[src/rtl/freq_pulse_gen.sv]
// freq_pulse_gen: programmable pulse generator with a double-buffered divisor.
// The effective divisor is D = {PREFIX, nibble}. Each period lasts D cycles:
// psi is high for D>>1 cycles, then low for the remaining cycles.
// Optional feature macro: FDIV_PERIOD_CNT_EN adds the period_cnt port.
//
// Ports:
//   clk          rising-edge clock
//   rst          asynchronous active-low reset
//   en           run enable; a running period always completes
//   div_in       new divisor low nibble
//   div_load     strobe capturing div_in into the pending register
//   psi          generated pulse (registered, one cycle behind the FSM state)
//   period_done  high during the last cycle of each period
//   div_pend     a captured divisor waits for the next period start
//   div_active   divisor of the current period
//   period_cnt   completed-period count (FDIV_PERIOD_CNT_EN only)
module freq_pulse_gen #(
    parameter logic [3:0] PREFIX = 4'b1011
) (
    input  logic       clk,
    input  logic       rst,
    input  logic       en,
    input  logic [3:0] div_in,
    input  logic       div_load,
    output logic       psi,
    output logic       period_done,
    output logic       div_pend,
`ifdef FDIV_PERIOD_CNT_EN
    output logic [15:0] period_cnt,
`endif
    output logic [7:0] div_active
);

    localparam int unsigned DW = 8;
    localparam int unsigned NW = 4;

    typedef enum logic [1:0] {
        IDLE = 2'd0,
        HIGH = 2'd1,
        LOW  = 2'd2
    } state_t;

    state_t          state_q, state_d;
    logic [DW-1:0]   cnt_q, cnt_d;
    logic [NW-1:0]   pending_q, pending_d;
    logic            pend_d;
    logic [DW-1:0]   active_d;
    logic            done_d;
    logic            start;
    logic [DW-1:0]   half;
    logic [DW-1:0]   last;

    assign half = div_active >> 1;
    assign last = div_active - DW'(1);

    // Next-state, counter and divisor buffering.
    always_comb begin
        state_d   = state_q;
        cnt_d     = cnt_q;
        start     = 1'b0;
        pending_d = pending_q;
        pend_d    = div_pend;
        active_d  = div_active;
        done_d    = 1'b0;

        case (state_q)
            IDLE: begin
                cnt_d = '0;
                if (en) begin
                    state_d = HIGH;
                    start   = 1'b1;
                end
            end
            HIGH: begin
                cnt_d = cnt_q + DW'(1);
                if (cnt_q == half - DW'(1)) begin
                    state_d = LOW;
                end
            end
            LOW: begin
                if (cnt_q == last) begin
                    cnt_d = '0;
                    if (en) begin
                        state_d = HIGH;
                        start   = 1'b1;
                    end else begin
                        state_d = IDLE;
                    end
                end else begin
                    cnt_d = cnt_q + DW'(1);
                end
            end
            default: begin
                state_d = IDLE;
                cnt_d   = '0;
            end
        endcase

        // A load coinciding with a period start bypasses the pending register.
        if (start) begin
            if (div_load) begin
                active_d = {PREFIX, div_in};
                pend_d   = 1'b0;
            end else if (div_pend) begin
                active_d = {PREFIX, pending_q};
                pend_d   = 1'b0;
            end
        end else if (div_load) begin
            pending_d = div_in;
            pend_d    = 1'b1;
        end

        // Registered so that period_done lines up with cnt = D-1.
        done_d = (state_d == LOW) && (cnt_d == active_d - DW'(1));
    end

    // State and output registers.
    always_ff @(posedge clk or negedge rst) begin
        if (!rst) begin
            state_q     <= IDLE;
            cnt_q       <= '0;
            pending_q   <= '0;
            div_pend    <= 1'b0;
            div_active  <= {PREFIX, 4'h0};
            psi         <= 1'b0;
            period_done <= 1'b0;
        end else begin
            state_q     <= state_d;
            cnt_q       <= cnt_d;
            pending_q   <= pending_d;
            div_pend    <= pend_d;
            div_active  <= active_d;
            psi         <= (state_q == HIGH);
            period_done <= done_d;
        end
    end

`ifdef FDIV_PERIOD_CNT_EN
    // Completed-period counter, wraps naturally.
    always_ff @(posedge clk or negedge rst) begin
        if (!rst) begin
            period_cnt <= '0;
        end else if (period_done) begin
            period_cnt <= period_cnt + 16'd1;
        end
    end
`endif

endmodule
[config.mk]
export PLATFORM = sky130hd
export DESIGN_NAME = freq_pulse_gen
export DESIGN_NICKNAME = d
export VERILOG_FILES = /design/src/rtl/freq_pulse_gen.sv
export SDC_FILE = /design/constraint.sdc
export NUM_CORES = 1
export LEC_CHECK = 0
export BUFFER_PORTS_ARGS = -buffer_cell sky130_fd_sc_hd__buf_2
export CORE_MARGIN = 5
export CORE_UTILIZATION = 30
export DETAILED_ROUTE_END_ITERATION = 8
export PLACE_DENSITY = 0.51
export RECOVER_POWER = 100
export REMOVE_ABC_BUFFERS = 1
export SYNTH_ARGS = -nofsm -noshare
export SYNTH_HDL_FRONTEND = slang
export SYNTH_SLANG_ARGS = --single-unit
[constraint.sdc]
create_clock -name clk -period 3.6 [get_ports clk]
set_input_delay 0.72 -clock clk [delete_from_list [all_inputs] [get_ports clk]]
set_output_delay 0.72 -clock clk [all_outputs]
set_load 0.02 [all_outputs]
==> impl_summary.md <==
Routing
Dividing the detail-routed wire length by the instance count gives approximately 16 microns. The violation count after the first detailed-route iteration is 56. The detailed-route DRC error count is 0.

Detailed routing inserted a total of between 1,500 and 2,000 vias. Before antenna repair, the detailed router went through 4 iterations. The count of nets left with antenna violations once routing finished came out at 0. In the routed layout, each cell is associated on average with a via count of 5.17.

For this block, the routed nets add up to around 5.5 mm of wire.

Clock network
The clock-pin slew on the worst setup and hold paths is around 110 ps. In this run the deepest clock path goes through 2 buffers. Hold repair after CTS inserted 0 buffers. TritonCTS built the clock tree. Clock latency on the worst-skew pair, taken at its later pin, is 290 ps. The root buffer cell is sky130_fd_sc_hd__clkbuf_8.

The number of clock sinks is 25. The number of buffers created by CTS is 3. The CTS H-tree depth is 1.

Floorplanning
The initial core utilization is 30.8%. The floorplan step defined a die boundary enclosing 8240 sq um. Measured along the y axis, the die boundary spans 90.8 microns. The count of pins on the block boundary is 19. The die is ~91 microns wide. The core region is 6350 sq um. The number of rows created at floorplan is 29.

Synthesis
The share of Yosys cell area claimed by the top area cell type is between 20% and 30%. Counting flops with a built-in enable in the synthesized netlist gives 0. The number of instances in the synthesized netlist is 218. The number of distinct library cells after synthesis is 56.

The top flip-flop cell by instance count after synthesis is sky130_fd_sc_hd__dfrtp_1. sky130_fd_sc_hd__dfrtp_1 is the most common cell in the netlist. The share of flip-flops with an asynchronous set or reset is 100%. The fraction of the yosys area taken by sequential cells is between 30% and 40%. The total of flip-flops plus latches after synthesis is 25. In the post-synthesis netlist, the biggest area contributors are sky130_fd_sc_hd__dfrtp_1 (28%), sky130_fd_sc_hd__xnor2_1 (8.1%), sky130_fd_sc_hd__xor2_1 (5.8%). Summed over all instances, the cell type with the most area after synthesis is sky130_fd_sc_hd__dfrtp_1. The number of warnings issued by yosys is 0. Dividing the synthesized area by the synthesized cell count gives 8.98 sq um. The area of the mapped netlist is 1960 sq um.

The commonest cells after synthesis are sky130_fd_sc_hd__dfrtp_1 (22), sky130_fd_sc_hd__nor2_1 (18), sky130_fd_sc_hd__xnor2_1 (18), sky130_fd_sc_hd__inv_1 (14).

Timing
At the pin with the least slew margin, the transition time is about 1400 ps. The final clock period utilization by the worst path is between 90 and 100%. The final-report hold violation count was 0. The worst setup skew after layout is 17.9 ps. Setup repair after global routing could not meet its margin everywhere.

In this run the tightest slew margin relative to its limit is under 10%. The total setup violations reported at the end of the flow is 0. The time the worst path needs with I/O delays and setup is ~3500 ps.

The highest attainable clock frequency is approximately 280 MHz. Once routing completed, OpenROAD measured the worst setup slack at 78.8 ps. The number of max-slew violations in the final report is 0.

Power
In this run the power density over the cells is about 600 nW/um^2. The register share of total power is between 20% and 30%. The analysis attributes to cell leakage a power of slightly above 1 nW. The overall power after layout is ~1.5 mW. The logic gate share of total power is approximately 62%. The switching part of the total power is about 42%. VDD sags by at most 258 uV.

The analysis attributes to net switching a power of ~0.64 mW. The clock share of power is 12.1%. Cell internal power was estimated by the tool at a little under 0.9 mW.

Worst setup path
STA classifies the critical path endpoint as a register. In this design, the critical path's most frequently occurring cell is sky130_fd_sc_hd__xnor2_1. The type of element launching the critical path is a register. Of all nets on the critical path, the largest fanout is 4.

The count of buffer and inverter cells on the critical path is 1. STA puts the critical path data arrival time at 3710 ps. STA puts the critical path data required time at ~3800 ps.

In this run the critical register-to-register path is launched from div_active[2]. The origin of the worst setup path is div_active[2]. The critical path goes through buf_6 -> xnor2_4 -> xnor2_1 -> or4_4 -> a2111oi_4 -> o21ai_2 -> o211ai_1 -> ha_2 -> xnor2_1 -> or4_1 -> nor4_2. Broken down by cell family, the worst path's largest delay share belongs to simple AND/OR/NAND/NOR gates. The critical path class is reg2reg. The largest individual stage delay along the critical path comes from the cell sky130_fd_sc_hd__or4_4.

The worst stage delay on the critical path is 570 ps.

GRT
The global-route wire length before repair is between 8 and 9 mm. The global-route usage over all layers is a little over an eighth. The initial antenna violation count came to 0. The total global routing overflow is 0.

The via count of the first global-routing pass is 1,788. Entering global routing, the biggest net connects 26 pins.

Placement
Port buffering added 18 buffers. The placer's final routability congestion estimate is about 0.78. OpenSTA, run right after detailed placement, puts the worst setup slack at -38.1 ps.

The number of placed cells counting well taps is between 300 and 400. The HPWL after detailed placement is 4.04 mm.

Finish
In the final design database the tool counted about 280 nets. The filler cells instantiated in the layout total between 600 and 700. Registers take 631 sq um. Summing all multi-input logic gate instances after layout gives between 1000 and 1500 sq um. Cells with a size suffix above 1 make up a little under a third of the layout. The area growth from synthesis to layout is 28.7%. The finished layout holds 343 standard cells, fillers aside. The antenna diode instance count is 0.

Min path
The kind of path behind the tightest hold check is reg2reg. The source of the worst hold timing path is pending_q[0].

Outcome
The flow ran to the end, and the final reports show no timing, DRC or antenna violations.

Run
The count of maximum capacitance violations is 0.
-- final cells by class --
cell class                 instances  share of cell area [%]
clock inverter                     1                   0.298
sequential                        25                    25.0
clock buffer                       3                    1.64
tap                               77                    3.82
timing repair buffer              54                    14.1
multi-input combinational        168                    52.9
inverter                          15                    2.28
-- metrics by stage --
step                instance area [sq um]  setup TNS [ps]  hold slack [ps]  util, %
detailed placement                   2300           -38.1              494     36.3
floorplan                            1910            -238              424        -
CTS                                  2380               0              454     37.5
global route                         2520            -121              524     39.7
finish                               2520               0              514     39.7
global placement                     2300               0              490     36.3
-- worst paths after layout --
check                                end  slack, ps  cells past startpoint
setup reg to reg             period_done         80                     11
setup / recovery             period_done         80                     11
min in group asynchronous  div_active[3]        760                      1
hold / removal              pending_q[0]        510                      1
hold reg to reg             pending_q[0]        510                      1
max in group asynchronous  div_active[3]       1910                      1
-- flip-flops by register name (all words and copies together), names as in the netlist --
register / flops
period_done: 1
cnt_q: 8
div_active: 8
div_pend: 1
state_q: 2
psi: 1
pending_q: 4
-- power by group through the flow --
stage,sequential (mW),clock (mW),combinational [mW]
2_1_floorplan,0.443,0,0.452
3_3_place_gp,0.396,0,0.781
3_5_place_dp,0.396,0,0.785
4_1_cts,0.393,0.187,0.808
5_1_grt,0.402,0.200,1.03
6_report,0.392,0.183,0.937
-- layer usage --
layer  part of all wire (%)  up-vias  routed length, microns  global-route usage (%)
met1                     46      874                    2550                    18.1
met5                      0        -                       0                       0
met2                     50       23                    2760                    21.2
met3                    1.8        6                      97                   0.833
met4                    1.7        0                      93                    4.77
li1                       -      872                       -                       -
-- cells by family (layout without fill, tap and decap cells) --
group / count (synthesis) / in the layout / synth area share [%]
xor gates and xnor gates: 31 / 31 / 13.9
AOI/OAI and AO/OA: 51 / 51 / 19.3
and+or+nand+nor: 72 / 72 / 20.8
buffers and inverters: 25 / 73 / 5.49
DFF: 25 / 25 / 32.1
adders and majority gates: 8 / 8 / 5.11
muxes: 6 / 6 / 3.32
-- cell usage in the layout (no fill, tap or decap), drive strengths merged, types with 6 or more instances in the layout --
cell type and n:
buf 46, dfrtp 22, nor2 18, xnor2 18, o21ai 16, inv 14
xor2 13, clkbuf 11, a21oi 9, nand2 8, ha 8, nand3 6
-- timing repair --
| item | in CTS | in global routing |
|---|---|---|
| pin swaps | 3 | 12 |
| gates resized for setup | 5 | 18 |
| buffers inserted | 1 | 7 |
| endpoints found under the setup margin | 1 | 1 |
No activity file was read; power rests on OpenSTA's default activity.
